### src/rtl/axi4_lite_Defs.sv
// rtl/axi4_lite_Defs.sv - shared widths, response codes and read FSM states for the AXI4-Lite slave
package axi4_lite_Defs;

  localparam int Addr_Width       = 32;
  localparam int Data_Width       = 32;
  localparam int Byte_Offset_Bits = $clog2(Data_Width / 8);

  typedef enum logic [1:0] {
    OKAY   = 2'b00,
    SLVERR = 2'b10,
    DECERR = 2'b11
  } resp_t;

  typedef enum logic [1:0] {
    IDLE  = 2'b00,
    FETCH = 2'b01,
    RESP  = 2'b10
  } rd_state_t;

  // Byte address to word index; sub-word offset bits are dropped by truncation.
  function automatic logic [Addr_Width-1:0] word_index(input logic [Addr_Width-1:0] byte_addr);
    return byte_addr >> Byte_Offset_Bits;
  endfunction

endpackage

### src/rtl/axi4_lite_slave_rd_engine.sv
// rtl/axi4_lite_slave_rd_engine.sv - AXI4-Lite slave read engine: AR capture, memory fetch, R response
module axi4_lite_slave_rd_engine
  import axi4_lite_Defs::*;
#(
  parameter int MEM_DEPTH  = 1024,
  parameter int RD_LATENCY = 1,
  localparam int MemAddrW  = (MEM_DEPTH > 1) ? $clog2(MEM_DEPTH) : 1
) (
  input  logic                  ACLK,
  input  logic                  ARESETN,
  input  logic [Addr_Width-1:0] ARADDR,
  input  logic                  ARVALID,
  output logic                  ARREADY,
  output logic [Data_Width-1:0] RDATA,
  output logic [1:0]            RRESP,
  output logic                  RVALID,
  input  logic                  RREADY,
  output logic                  mem_rd_en,
  output logic [MemAddrW-1:0]   mem_rd_addr,
  input  logic [Data_Width-1:0] mem_rd_data
);

  // Final latency count value; the counter starts at 0 in the cycle mem_rd_en is high.
  localparam logic [2:0]            LatCount  = 3'(RD_LATENCY);
  localparam logic [Addr_Width-1:0] MemDepthW = Addr_Width'(MEM_DEPTH);

  rd_state_t             r_state;
  logic                  r_arready;
  logic                  r_rvalid;
  logic [Data_Width-1:0] r_rdata;
  resp_t                 r_rresp;
  logic                  r_mem_rd_en;
  logic [MemAddrW-1:0]   r_mem_rd_addr;
  logic [2:0]            r_lat_cnt;

  logic [Addr_Width-1:0] w_word;
  logic                  w_in_range;
  logic                  w_ar_hs;
  logic                  w_r_hs;

  assign w_word     = word_index(ARADDR);
  assign w_in_range = (w_word < MemDepthW);
  assign w_ar_hs    = ARVALID && r_arready;
  assign w_r_hs     = r_rvalid && RREADY;

  // Read FSM: one transaction in flight, every output registered.
  always_ff @(posedge ACLK or negedge ARESETN) begin
    if (!ARESETN) begin
      r_state       <= IDLE;
      r_arready     <= 1'b0;
      r_rvalid      <= 1'b0;
      r_rdata       <= '0;
      r_rresp       <= OKAY;
      r_mem_rd_en   <= 1'b0;
      r_mem_rd_addr <= '0;
      r_lat_cnt     <= '0;
    end else begin
      r_mem_rd_en <= 1'b0;
      case (r_state)
        IDLE: begin
          r_arready <= 1'b1;
          if (w_ar_hs) begin
            r_arready <= 1'b0;
            if (w_in_range) begin
              r_state       <= FETCH;
              r_mem_rd_en   <= 1'b1;
              r_mem_rd_addr <= w_word[MemAddrW-1:0];
              r_lat_cnt     <= '0;
            end else begin
              // Out-of-range word: answer at once without touching memory.
              r_state  <= RESP;
              r_rvalid <= 1'b1;
              r_rdata  <= '0;
              r_rresp  <= DECERR;
            end
          end
        end
        FETCH: begin
          if (r_lat_cnt == LatCount) begin
            r_state  <= RESP;
            r_rvalid <= 1'b1;
            r_rdata  <= mem_rd_data;
            r_rresp  <= OKAY;
          end else begin
            r_lat_cnt <= r_lat_cnt + 3'd1;
          end
        end
        RESP: begin
          if (w_r_hs) begin
            r_state   <= IDLE;
            r_rvalid  <= 1'b0;
            r_arready <= 1'b1;
          end
        end
        default: begin
          r_state   <= IDLE;
          r_arready <= 1'b0;
          r_rvalid  <= 1'b0;
        end
      endcase
    end
  end

  assign ARREADY     = r_arready;
  assign RVALID      = r_rvalid;
  assign RDATA       = r_rdata;
  assign RRESP       = r_rresp;
  assign mem_rd_en   = r_mem_rd_en;
  assign mem_rd_addr = r_mem_rd_addr;

endmodule
### config.mk
export PLATFORM = sky130hd
export DESIGN_NAME = axi4_lite_slave_rd_engine
export DESIGN_NICKNAME = d
export VERILOG_FILES = /design/src/rtl/axi4_lite_Defs.sv /design/src/rtl/axi4_lite_slave_rd_engine.sv
export SDC_FILE = /design/constraint.sdc
export NUM_CORES = 1
export LEC_CHECK = 0
export CELL_PAD_IN_SITES_DETAIL_PLACEMENT = 2
export CELL_PAD_IN_SITES_GLOBAL_PLACEMENT = 2
export CORE_AREA = 3 3 100 102
export CTS_BUF_LIST = sky130_fd_sc_hd__clkbuf_16
export DETAILED_ROUTE_END_ITERATION = 6
export DIE_AREA = 0 0 103 105
export HOLD_SLACK_MARGIN = 0.1
export PLACE_DENSITY = 0.82
export SLEW_MARGIN = 0
export SYNTH_ARGS = -nofsm -noshare
export SYNTH_HDL_FRONTEND = slang
export SYNTH_SLANG_ARGS = --single-unit
export TNS_END_PERCENT = 5
### constraint.sdc
create_clock -name ACLK -period 2.3 [get_ports ACLK]
set_clock_uncertainty 0.2 [all_clocks]
set_input_delay 0.575 -clock ACLK [delete_from_list [all_inputs] [get_ports ACLK]]
set_output_delay 0.575 -clock ACLK [all_outputs]
set_load 0.005 [all_outputs]
# --- Yosys cells after proc, flatten, opt, wreduce, memory -nomap -nowiden ---
# Cells that the tools add are included.
classes:
  n_addsub: 1
  multipliers: 0
  div_mod_pow: 0
  n_lt_le_gt_ge: 1
  n_eq_ne: 9
  n_shift: 0
  muxes: 28
  bitwise_logic: 1
  reduce_logical: 10
ops:
  columns: ["cell", "n"]
  rows:
  - ["32-bit 2-to-1 mux", 3]
  - ["32-bit one-hot mux with 2 select lines", 1]
  - ["30-bit by 11-bit less-than comparator with 1-bit output, second input constant", 1]
  - ["2-bit 2-to-1 mux", 7]
  - ["2-bit inequality test, second input constant", 6]
  - ["4-bit AND reduction", 3]
  - ["1-bit 2-to-1 mux", 9]
  - ["3-bit 2-to-1 mux", 3]
  - ["1-bit one-hot mux with 3 select lines", 2]
  - ["2-bit one-hot mux with 3 select lines", 1]
  - ["3-bit one-hot mux with 2 select lines", 1]
  - ["3-bit AND reduction", 2]
  - ["2-bit one-hot mux with 2 select lines", 1]
  - ["3-bit by 1-bit adder with 3-bit output, second input constant", 1]
  - ["3-bit by 1-bit == test with 1-bit output, second input constant", 1]
  - ["2-bit by 1-bit == test with 1-bit output, second input constant", 1]
  - ["2-bit == test, second input constant", 1]
  - ["1-bit logical AND", 2]
  - ["2-bit zero test", 1]
  - ["2-bit AND reduction", 1]
  - ["2-bit nonzero test", 1]
  - ["1-bit inverter", 1]
word_totals:
  register_bits: 52
  latchBits: 0
  ramBits: 0
  rom_bits: 0
  n_memories: 0

# --- Logic depth before layout (Yosys ltp) ---
# Gate-level depths: netlist (run 1).
depth:
  depth_word: 4
  depth_mapped: 7
  ltp_nobuf: 6

# --- Worst setup path after synthesis (run 1) ---
# No wires, ideal clock.
synth_path:
  path_kind: "input-to-reg"
  from: "input port ARADDR[27]"
  to: "register r_mem_rd_addr[1], in the netlist mem_rd_addr[1]"
  arrival_time_ns: 1.722
  path_slack_ns: 0.253
  cell_stages: 5
  path_buffers: 1
  path_cell_list: "nor4_2 > nand4_2 > nor3_2 > buf_6 > mux2_4"
synth_via:
  elab_chain_len: 2
synth_rtl:
  columns: ["item", "line_no", "text"]
  rows:
  - ["start, declared", "axi4_lite_slave_rd_engine.sv:11", "input logic [Addr_Width-1:0] ARADDR,"]
  - ["30-bit by 11-bit less-than comparator with 1-bit output", "axi4_lite_slave_rd_engine.sv:42", "assign w_in_range = (w_word < MemDepthW);"]
  - ["3-bit AND reduction (no line)", null, null]
  - ["end signal, assigned", "axi4_lite_slave_rd_engine.sv:67", "r_mem_rd_addr <= w_word[MemAddrW-1:0];"]
  - ["end, declared", "axi4_lite_slave_rd_engine.sv:33", "logic [MemAddrW-1:0] r_mem_rd_addr;"]
# Every way passes these cells.
# A chain may end at the register's enable or synchronous reset.

# --- Worst setup path after layout (run 1) ---
layout_path:
  from: "input port ARVALID"
  to: "register r_rdata[11], in the netlist RDATA[11]"
layout_via:
  elab_chain_len: 3
layout_rtl:
  columns: ["item", "line_no", "text"]
  rows:
  - ["start, declared", "axi4_lite_slave_rd_engine.sv:12", "input logic ARVALID,"]
  - ["1-bit logical AND", "axi4_lite_slave_rd_engine.sv:43", "assign w_ar_hs = ARVALID && r_arready;"]
  - ["2-bit inequality test (no line)", null, null]
  - ["4-bit AND reduction (no line)", null, null]
  - ["end signal, assigned", "axi4_lite_slave_rd_engine.sv:82", "r_rdata <= mem_rd_data;"]
  - ["end, declared", "axi4_lite_slave_rd_engine.sv:30", "logic [Data_Width-1:0] r_rdata;"]
# Every way passes these cells.

==> impl_metrics.sql, run 1 <==
INSERT INTO impl_metrics (metric_group, metric, value, unit) VALUES
('critical_path', 'critPathCaptureType', 'flop', ''),
('routing', 'totalWireLength', '6865', 'um'),
('timing', 'worst_slew_margin_relative_to_its_limit', '0.6428', ''),
('placed_design', 'count_of_buffers_from_port_buffering', '112', ''),
('critical_path', 'rr_startpoint', 'r_lat_cnt[1]$_DFFE_PN0P_', ''),
('critical_path', 'worst_setup_slack_for_register_to_register_paths', '280', 'ps'),
('critical_path', 'cp.required', '2270', 'ps'),
('global_routing', 'overflow', '0', ''),
('outcome', 'outcome', 'completed', ''),
('final_layout', 'design_area', '3702', 'um2'),
('final_layout', 'combined_area_of_the_multi_input_logic_cells', '764.5', 'um2'),
('logic_synthesis', 'synth_edf_count', '0', ''),
('global_routing', 'grt.total_usage', '0.1192', ''),
('timing', 'holdWs', '304.7', 'ps'),
('floorplanning', 'chipHeight', '105', 'um'),
('floorplanning', 'design.portCount', '115', ''),
('final_layout', 'most_common_cell_after_layout_fill_and_taps_aside', 'clkdlybuf4s50_1', ''),
('clocking', 'tritoncts', 'done', ''),
('logic_synthesis', 'number_of_distinct_library_cells_after_synthesis', '32', ''),
('critical_path', 'critPathSlowestCell', 'clkdlybuf4s50_1', ''),
('logic_synthesis', 'register_bit_total_from_synthesis', '51', ''),
('placed_design', 'placedCellCount', '370', ''),
('final_layout', 'final_layout_size_suffix_gt1_frac', '0.1618', ''),
('timing', 'report.final.hold_viol_count', '0', ''),
('power', 'power-per-cell-area', '598.9', 'nW/um2'),
('global_routing', 'grt_first_pass_wirelength', '10060', 'um'),
('final_layout', 'layout.area.seq', '1276', 'um2'),
('placed_design', 'dp_hpwl', '5086', 'um'),
('power', 'ir_drop', '0.2583', 'mV'),
('timing', 'worst-slew-pin-transition', '535.9', 'ps'),
('routing', 'drt_drc_violations_left', '0', ''),
('logic_synthesis', 'async_flop_share', '1.000', ''),
('critical_path', 'crit_path_capture', 'RDATA[11]$_DFFE_PN0P_', ''),
('critical_path', 'rr_worst_depth', '8', ''),
('worst_hold_path', 'hold_path.startpoint', 'RDATA[2]$_DFFE_PN0P_', ''),
('floorplanning', 'start_util', '0.2267', ''),
('global_routing', 'vias_in_the_first_global_route', '1985', ''),
('timing', 'fin_crit_sh', '0.9807', ''),
('critical_path', 'worstReg2RegEnd', 'RDATA[11]$_DFFE_PN0P_', ''),
('logic_synthesis', 'synth_warnings', '0', ''),
('clocking', 'cts_buffer_depth', '2', ''),
('floorplanning', 'die_x', '103', 'um'),
('final_layout', 'number_of_fill_cells_in_the_layout', '950', ''),
('logic_synthesis', 'synth-seq-area-share', '0.6122', ''),
('routing', 'detailedRoute.firstIterationViolations', '16', ''),
('logic_synthesis', 'dominantRegCellSynth', 'dfrtp_1', ''),
('critical_path', 'cp_max_fo', '9', ''),
('critical_path', 'setup.worst_path.start_class', 'input port', ''),
('timing', 'layout_min_cycle_time', '2256', 'ps'),
('critical_path', 'worst-path-stages', '7', ''),
('power', 'p_leak', '1.647', 'nW'),
('worst_hold_path', 'worstHoldPathType', 'flop to flop', ''),
('timing', 'clock.fmax', '0.4434', 'GHz'),
('routing', 'antenna_violating_nets_left', '0', ''),
('global_routing', 'grt_util_met2', '0.2177', ''),
('clocking', 'htree_num_levels', '2', ''),
('floorplanning', 'die-area', '10820', 'um2'),
('clocking', 'worst_skew_pair.late_latency', '280', 'ps'),
('critical_path', 'timing.setup.critical_path_class', 'input port to flop', ''),
('logic_synthesis', 'synthesis.area_per_instance', '14.28', 'um2'),
('critical_path', 'timing.critical_path.buf_inv', '3', ''),
('final_layout', 'antenna-diode-count', '0', ''),
('logic_synthesis', 'synth.cell_area', '2084', 'um2'),
('timing', 'rsz0062_at_grt', 'yes', ''),
('power', 'report.power.total', '2.217', 'mW'),
('logic_synthesis', 'synth_nets', '216', ''),
('critical_path', 'critical_path.cell_chain', 'clkdlybuf4s50_1 -> nand2_1 -> mux2i_1 -> o211ai_4 -> buf_12 -> clkbuf_16 -> a22o_1', ''),
('routing', 'vias_per_cell', '4.611', ''),
('routing', 'routed-via-count', '1766', ''),
('placed_design', 'gpl.final_weighted_congestion', '0.6967', ''),
('timing', 'setup-violations-final', '0', '');
[sequential cells by signal (all words and copies together) (netlist names)]
register and cells:
mem_rd_addr 10, r_state 2, RDATA 32, mem_rd_en 1, ARREADY 1, RRESP 1
RVALID 1, r_lat_cnt 3
[kinds of logic (layout without fill, tap and decap cells)]
logic type / Yosys count / count (layout) / share of synthesized area
simple gates: 21 / 21 / 0.06604
fa+ha+maj: 2 / 2 / 0.01200
compound gates: 47 / 47 / 0.1909
mux: 11 / 11 / 0.07503
buf+inv: 13 / 139 / 0.03961
flops: 51 / 51 / 0.6122
xor+xnor: 1 / 1 / 0.004202
[Yosys cell counts (2+ instances only)]
master | number | area [um2]
clkbuf_1 | 4 | 15.01
a21o_1 | 2 | 15.01
nor4_2 | 3 | 37.54
a22o_1 | 32 | 280.3
a21oi_1 | 3 | 15.01
inv_1 | 4 | 15.01
buf_6 | 4 | 45.04
nor4_1 | 2 | 12.51
mux2_4 | 9 | 135.1
dfrtp_1 | 51 | 1276
ha_1 | 2 | 25.02
nand2_1 | 2 | 7.510
nor2_1 | 7 | 26.28
nand2b_1 | 2 | 12.51
o21ai_0 | 2 | 10.01
[worst min path at each step]
stage | to | depth (start not counted)
floorplan | ARREADY$_DFFE_PN0P_ | 0
global placement | RDATA[17]$_DFFE_PN0P_ | 1
global route | RDATA[6]$_DFFE_PN0P_ | 1
finish | RDATA[2]$_DFFE_PN0P_ | 1
detailed placement | RDATA[31]$_DFFE_PN0P_ | 1
CTS | RDATA[16]$_DFFE_PN0P_ | 1
[repair_timing]
item / 4_1_cts / 5_1_grt
setup buffers: 0 / 1
gates cloned: 0 / 3
pin swaps: 0 / 6
hold buffers: 1 / 0
hold endpoints to repair: 21 / 0
gates resized for setup: 1 / 11
endpoints found under the setup margin: 3 / 45
[report_power, final]
part | switching (mW) | internal, mW
Clock | 0.324 | 0.401
Sequential | 0.0367 | 0.921
Combinational | 0.221 | 0.313
Total | 0.582 | 1.64
[area by class of cell]
cell class | count | area share
clock inverter | 3 | 0.005407
sequential | 51 | 0.3447
clock buffer | 5 | 0.03380
tap | 111 | 0.03751
timing repair buffer | 127 | 0.3680
multi-input combinational | 82 | 0.2065
inverter | 4 | 0.004055
[metal layers]
| layer | vias to the layer above | share of wire |
|---|---|---|
| li1 | 796 | - |
| met1 | 901 | 0.40 |
| met2 | 67 | 0.54 |
| met3 | 2 | 0.053 |
| met4 | 0 | 0.0058 |
| met5 | - | 0 |
[metrics by stage]
stage / setup TNS, ps / setup WS [ps]
2_1_floorplan: 0 / 253.0
3_3_place_gp: -7499 / -232.6
3_5_place_dp: -12090 / -333.8
4_1_cts: 0 / 32.04
5_1_grt: -157.1 / -15.99
6_report: 0 / 44.48
(Power assumes the default switching activity.)
==> inputs of run 2 (changes only) <==
--- a/config.mk
+++ b/config.mk
@@ -7,12 +7,13 @@
 export LEC_CHECK = 0
 export CELL_PAD_IN_SITES_DETAIL_PLACEMENT = 2
 export CELL_PAD_IN_SITES_GLOBAL_PLACEMENT = 2
-export CORE_AREA = 3 3 100 102
+export CORE_AREA = 2 2 79 81
 export CTS_BUF_LIST = sky130_fd_sc_hd__clkbuf_16
 export DETAILED_ROUTE_END_ITERATION = 6
-export DIE_AREA = 0 0 103 105
+export DIE_AREA = 0 0 81 83
+export DONT_BUFFER_PORTS = 1
 export HOLD_SLACK_MARGIN = 0.1
-export PLACE_DENSITY = 0.82
+export PLACE_DENSITY = 0.79
 export SLEW_MARGIN = 0
 export SYNTH_ARGS = -nofsm -noshare
 export SYNTH_HDL_FRONTEND = slang
==> constraint.sdc (replaced) <==
create_clock -name ACLK -period 2.3 [get_ports ACLK]
set_clock_uncertainty 0.2 [all_clocks]
set_input_delay 0.575 -clock ACLK [delete_from_list [all_inputs] [get_ports ACLK]]
set_output_delay 0.575 -clock ACLK [all_outputs]
set_load 0.01 [all_outputs]
==> run 2 against run 1 <==
Register-to-register slack is essentially flat. Largest power group unchanged. Clock-buffer cell count is the same. Core utilization grew 0.53 points. Critical path type is now flop to flop. Sequential cell count is the same. First-iteration DRC count grew to 2.8 times the previous value. Non-clock buffer count shrank 120. Hold slack lost 73 ps. Die area shrank 38%. Worst setup slack gained 230 ps. Wire length shrank 25%. Design area shrank 36%. Total power shrank 9.9%.
==> impl_metrics.sql, run 2 (synthesized netlist as in run 1, its figures left out) <==
INSERT INTO impl_metrics (metric_group, metric, value, unit) VALUES
('outcome', 'outcome', 'completed', ''),
('timing', 'report.final.hold_viol_count', '0', ''),
('power', 'pwr-share-comb', '0.120', ''),
('routing', 'antenna_violating_nets_left', '0', ''),
('floorplanning', 'num_rows', '28', ''),
('global_routing', 'top_usage_layer', 'met2', ''),
('timing', 'fin_tns_setup', '0', 'ps'),
('critical_path', 'critPathCaptureType', 'flop', ''),
('run', 'max-cap-violations', '0', ''),
('critical_path', 'setup.worst_path.start_class', 'flop', ''),
('floorplanning', 'core_region_area', '5816', 'um2'),
('placed_design', 'gpl.final_weighted_congestion', '0.7441', ''),
('timing', 'layout_min_cycle_time', '2029', 'ps'),
('global_routing', 'grt.total_usage', '0.1544', ''),
('timing', 'clock.fmax', '0.4927', 'GHz'),
('final_layout', 'layout.area.seq', '1276', 'um2'),
('routing', 'routed-via-count', '1316', ''),
('final_layout', 'mostFrequentLayoutCells', 'dfrtp_1, a22o_1, mux2_4, nor2_1', ''),
('floorplanning', 'start_util', '0.3584', ''),
('final_layout', 'syn2layout_area_growth', '13.81', '%'),
('timing', 'setup-violations-final', '0', ''),
('power', 'swShare', '0.2438', ''),
('clocking', 'numClockSinks', '51', ''),
('final_layout', 'combined_area_of_the_multi_input_logic_cells', '728.2', 'um2'),
('placed_design', 'preCtsSetupSlack', '154.7', 'ps'),
('timing', 'worst-slew-pin-transition', '492.0', 'ps'),
('power', 'p_leak', '1.113', 'nW'),
('timing', 'rsz0062_at_grt', 'no', ''),
('timing', 'fin_crit_sh', '0.8824', ''),
('floorplanning', 'chipHeight', '83', 'um'),
('routing', 'drt_drc_violations_left', '0', ''),
('global_routing', 'met1_use_gr', '0.1857', ''),
('global_routing', 'grt_max_degree', '52', ''),
('final_layout', 'final_layout_size_suffix_gt1_frac', '0.2053', ''),
('critical_path', 'cp.required', '2270', 'ps'),
('timing', 'maxSlewViolCount', '0', ''),
('global_routing', 'grt_util_met2', '0.2577', ''),
('timing', 'worst_slew_margin_relative_to_its_limit', '0.6714', ''),
('routing', 'detailedRoute.firstIterationViolations', '44', ''),
('global_routing', 'grt_first_pass_wirelength', '8038', 'um'),
('power', 'sequentialPowerShare', '0.483', ''),
('clocking', 'cts-buffers-inserted', '5', ''),
('global_routing', 'vias_in_the_first_global_route', '1454', ''),
('placed_design', 'count_of_buffers_from_port_buffering', '0', ''),
('clocking', 'cts_buffer_depth', '2', ''),
('routing', 'drt-wirelength-per-cell', '22.75', 'um'),
('final_layout', 'design.final.nets', '221', ''),
('critical_path', 'timing.setup.critical_path_class', 'flop to flop', ''),
('floorplanning', 'die-area', '6723', 'um2'),
('clocking', 'path_clk_slew', '60', 'ps'),
('worst_hold_path', 'worstHoldPathType', 'input port to flop', ''),
('clocking', 'root_buffer', 'clkbuf_16', ''),
('clocking', 'htree_num_levels', '2', ''),
('critical_path', 'timing.critical_path.arrival', '2000', 'ps'),
('floorplanning', 'die_x', '81', 'um'),
('power', 'switchingPower', '0.4869', 'mW'),
('final_layout', 'most_common_cell_after_layout_fill_and_taps_aside', 'dfrtp_1', ''),
('placed_design', 'dp_hpwl', '3771', 'um'),
('power', 'power-per-cell-area', '841.7', 'nW/um2'),
('timing', 'postLayoutSetupSlackWorst', '270.5', 'ps'),
('routing', 'drt_pre_antenna_iters', '4', ''),
('power', 'ir_drop', '0.3877', 'mV'),
('floorplanning', 'design.portCount', '115', ''),
('routing', 'vias_per_cell', '5.823', ''),
('power', 'cell_internal_pwr', '1.510', 'mW'),
('clocking', 'tritoncts', 'done', ''),
('routing', 'totalWireLength', '5141', 'um'),
('clocking', 'cts_post_setup_buffers_inserted', '0', ''),
('global_routing', 'grt_antenna_before_repair', '0', ''),
('power', 'share_clk_of_total_power', '0.397', ''),
('final_layout', 'number_of_fill_cells_in_the_layout', '600', ''),
('final_layout', 'antenna-diode-count', '0', ''),
('global_routing', 'overflow', '0', ''),
('final_layout', 'largest_reg_flops', '32', ''),
('global_routing', 'gr-usage-met3', '0.05761', ''),
('clocking', 'worst_skew_pair.late_latency', '280', 'ps'),
('critical_path', 'cp_max_fo', '7', '');
==> run 2: cell types whose count changed in the layout (fill, tap and decap cells not counted), sizes merged, moves of 2 or more <==
cell / delta
dlymetal6s2s: -5
buf: -6
clkinvlp: -2
clkbuf: -3
clkdlybuf4s50: -106
==> run 2: final timing paths <==
path / start / to / slack (ps) / depth (start not counted)
worst max-delay path: r_lat_cnt[0]$_DFFE_PN0P_ / r_lat_cnt[1]$_DFFE_PN0P_ / 270 / 5
worst min-delay path: mem_rd_data[12] / RDATA[12]$_DFFE_PN0P_ / 230 / 1
worst max register to register: r_lat_cnt[0]$_DFFE_PN0P_ / r_lat_cnt[1]$_DFFE_PN0P_ / 270 / 5
worst min register to register: r_lat_cnt[0]$_DFFE_PN0P_ / r_lat_cnt[0]$_DFFE_PN0P_ / 360 / 1
max in group asynchronous: ARESETN / RDATA[23]$_DFFE_PN0P_ / 1070 / 2
min in group asynchronous: ARESETN / RDATA[1]$_DFFE_PN0P_ / 620 / 2
==> run 2: layout make-up <==
class | count | share of cell area
clock buffers | 5 | 0.05274
clock inverters | 2 | 0.01424
inverters | 4 | 0.006329
multi-input cells | 82 | 0.3070
flip-flops and latches | 51 | 0.5380
well taps | 75 | 0.03956
repair buffers | 7 | 0.04219
==> run 2: metrics by stage <==
| stage | total power [mW] | utilization | instance area [um2] | hold WS (ps) | cells |
|---|---|---|---|---|---|
| after floorplan | 1.147 | - | 2085 | 79.41 | 146 |
| after global placement | 1.181 | 0.3741 | 2176 | 80.48 | 217 |
| after detailed placement | 1.200 | 0.3741 | 2176 | 80.58 | 217 |
| after CTS | 2.031 | 0.4079 | 2372 | 226.2 | 226 |
| after global routing | 2.088 | 0.4079 | 2372 | 228.9 | 226 |
| final | 1.997 | 0.4079 | 2372 | 231.3 | 226 |
==> run 2: what timing repair did <==
| action | CTS | global route |
|---|---|---|
| gates resized for setup | 0 | 0 |
| hold endpoints to repair | 51 | 0 |
| hold buffers | 2 | 0 |
==> run 2: critical path, stage by stage (launching register included) <==
cell	delay [ps]
dfrtp_1	430
ha_1	220
nand2b_1	140
nor2b_1	450
nor2_1	190
a221oi_1	300
==> run 2: power groups by stage <==
stage / logic [mW] / clock network (mW) / registers [mW]
after global routing: 0.267 / 0.850 / 0.971
final: 0.239 / 0.793 / 0.964
after detailed placement: 0.219 / 0 / 0.981
after global placement: 0.201 / 0 / 0.980
after floorplan: 0.178 / 0 / 0.969
after CTS: 0.245 / 0.822 / 0.965
==> run 2: per-layer routing <==
| metal | up-vias | part of all wire |
|---|---|---|
| met5 | - | 0 |
| met4 | 0 | 0.012 |
| met3 | 9 | 0.11 |
| met2 | 83 | 0.51 |
| met1 | 672 | 0.37 |
| li1 | 552 | - |
==> inputs of run 3 (changes only) <==
--- a/config.mk
+++ b/config.mk
@@ -12,7 +12,6 @@
 export DETAILED_ROUTE_END_ITERATION = 6
 export DIE_AREA = 0 0 81 83
 export DONT_BUFFER_PORTS = 1
-export HOLD_SLACK_MARGIN = 0.1
 export PLACE_DENSITY = 0.79
 export SLEW_MARGIN = 0
 export SYNTH_ARGS = -nofsm -noshare
==> results of run 3 <==
The final DEF is identical to that of run 2; final timing and power are the same.
==> edit, RTL diff (flow settings as in run 3) <==
Change the parameter `MEM_DEPTH` from 1024 to 4096.
--- a/src/rtl/axi4_lite_slave_rd_engine.sv
+++ b/src/rtl/axi4_lite_slave_rd_engine.sv
@@ -3,5 +3,5 @@
   import axi4_lite_Defs::*;
 #(
-  parameter int MEM_DEPTH  = 1024,
+  parameter int MEM_DEPTH  = 4096,
   parameter int RD_LATENCY = 1,
   localparam int MemAddrW  = (MEM_DEPTH > 1) ? $clog2(MEM_DEPTH) : 1
Ports: changed (resized mem_rd_addr); port bits go from 115 to 117. The function was not compared with the original's and may differ.
==> edit against run 3 <==
Count of clock-buffer cells in the layout unchanged. Sequential cell count up 2. Final area up 1.1%. Routed wire length unchanged. Synthesized area grew 2.6%. Cell count grew 1.8%. Total power down 2.6%. Sequential share of layout area rose by 1.5 points. Worst setup slack gained 0.10 ns. Die area unchanged. Critical path type unchanged.
==> edit: results (changes against run 3) <==
status: "finished, final reports clean"
largest_reg_flops: 32  # unchanged
ys_types: 31  # -3.1%
grt_pass1_wl_um: 8340  # +3.8%
max-clock-path-buffers: 2  # unchanged
crit_slowest_cell: "dfrtp_1"
synth_area_leaders: "dfrtp_1 62%, a22o_1 13%, mux2_2 3.7%"
netlist_top_cells_count: "53 x dfrtp_1, 32 x a22o_1, 7 x mux2_2, 6 x inv_1, 6 x nand2_1"
grt_max_degree: 54  # +3.8%
wl_um: 5140  # unchanged
cts.clk_slew.worst_paths_ns: 0.07
worstReg2RegStart: "r_state[0]$_DFFE_PN0P_"
ys_warn_count: 0  # unchanged
track_usage_pct: 16.3  # +0.90 points
drive_gt1_share_pct: 21.9  # +1.4 points
gp_congestion: 0.728  # -2.2%
holdCritStartpoint: "mem_rd_data[23]"
p_leak_nw: 1.15  # +3.5%
postSynth.asyncResetShare_pct: 100  # unchanged
min_path_type: "in -> reg"
cts-resized-gates: 0  # unchanged
cts-htree-levels: 2  # unchanged
synthFlopType: "dfrtp_1"
synthesis.nets: 222  # +2.8%
nets: 225  # +1.8%
clk_latency_ns: 0.29
grt_pass1_vias: 1509  # +3.8%
min_to: "RDATA[23]$_DFFE_PN0P_"
ir_drop_mv: 0.339  # -12%
worstHoldPathCells: 1  # unchanged
vias: 1311  # -0.38%
grt_antenna_before_repair: 0  # unchanged
r2r_end: "mem_rd_addr[3]$_DFFE_PN0P_"
n_antenna_cell: 0  # unchanged
cp.arrival_ns: 1.90  # -0.10 ns
dr.pass1.iters: 3  # -1
reg2reg_slack_ns: 0.37  # +0.10 ns
numCtsBuffers: 5  # unchanged
hpwl_um: 3790  # +0.57%
rr_worst_depth: 5  # unchanged
drc: 0  # unchanged
numPortBuffers: 0  # unchanged
cpPeakStageDelay_ns: 0.47  # +0.02 ns
ys_seq_area_share_pct: 62.0  # +0.76 points
crit_fanout: 17  # +10
root_buffer: "clkbuf_16"
place_ws_ns: 0.169  # +0.0144 ns
critPathTopFamily: "simple AND/OR/NAND/NOR gates"
drtIter0Drc: 61  # +39%
slew_headroom_pct: 76.8  # +9.7 points
## edit: repair_timing
action                    4_1_cts  5_1_grt
hold endpoints to repair       53        0
hold buffers                    2        0
setup buffers                   0        0
## edit: layer usage
layer / track usage, % / share of wire [%] / up-vias
li1: - / - / 563
met1: 18.4 / 36 / 676
met2: 28.2 / 54 / 67
met3: 5.87 / 8.7 / 5
met4: 5.55 / 1.2 / 0
met5: 0 / 0 / -
## edit: stage by stage
| stage | hold slack, ns | util, % | power [W] | area [µm²] | std cells |
|---|---|---|---|---|---|
| floorplan | 0.0794 | - | 0.00116 | 2140 | 152 |
| global placement | 0.0804 | 38.3 | 0.00121 | 2230 | 221 |
| detailed placement | 0.0805 | 38.3 | 0.00124 | 2230 | 221 |
| CTS | 0.216 | 41.2 | 0.00197 | 2400 | 230 |
| global route | 0.217 | 41.2 | 0.00203 | 2400 | 230 |
| finish | 0.223 | 41.2 | 0.00195 | 2400 | 230 |
## edit: final cells by class
cell class / instances / area, µm²
fillers: 592 / 3420
flip-flops and latches: 53 / 1330
multi-input cells: 84 / 737
clock buffers: 5 / 125
well taps: 75 / 93.8
repair buffers: 5 / 85.1
inverters: 6 / 22.5
clock inverters: 2 / 7.51
## edit: cells by family (layout without fill, tap and decap cells)
family          count (synthesis)  count (layout)  synth area share (%)
flops                          53              53                  62.0
mux                            12              12                  7.19
buf+inv                        15              18                  3.86
simple gates                   27              27                  9.47
compound gates                 43              43                  16.3
fa+ha+maj                       2               2                  1.17
## edit: worst max path at each step
stage	slack, ns	startpoint	endpoint	cells after the start
after global placement	0.23	ARADDR[20]	mem_rd_addr[4]$_DFFE_PN0P_	5
after CTS	0.36	r_state[0]$_DFFE_PN0P_	mem_rd_addr[3]$_DFFE_PN0P_	5
after global routing	0.30	r_lat_cnt[1]$_DFFE_PN0P_	RDATA[27]$_DFFE_PN0P_	7
final	0.37	r_state[0]$_DFFE_PN0P_	mem_rd_addr[3]$_DFFE_PN0P_	5
after detailed placement	0.17	ARADDR[26]	mem_rd_addr[6]$_DFFE_PN0P_	5
after floorplan	0.20	ARADDR[20]	mem_rd_addr[10]$_DFFE_PN0P_	5
## edit: report_power, final
group | internal, W | switching (W) | leakage [nW]
sequential | 0.000956 | 0.0000473 | 0.710
clock | 0.000390 | 0.000314 | 0.0685
combinational | 0.0000792 | 0.000159 | 0.374
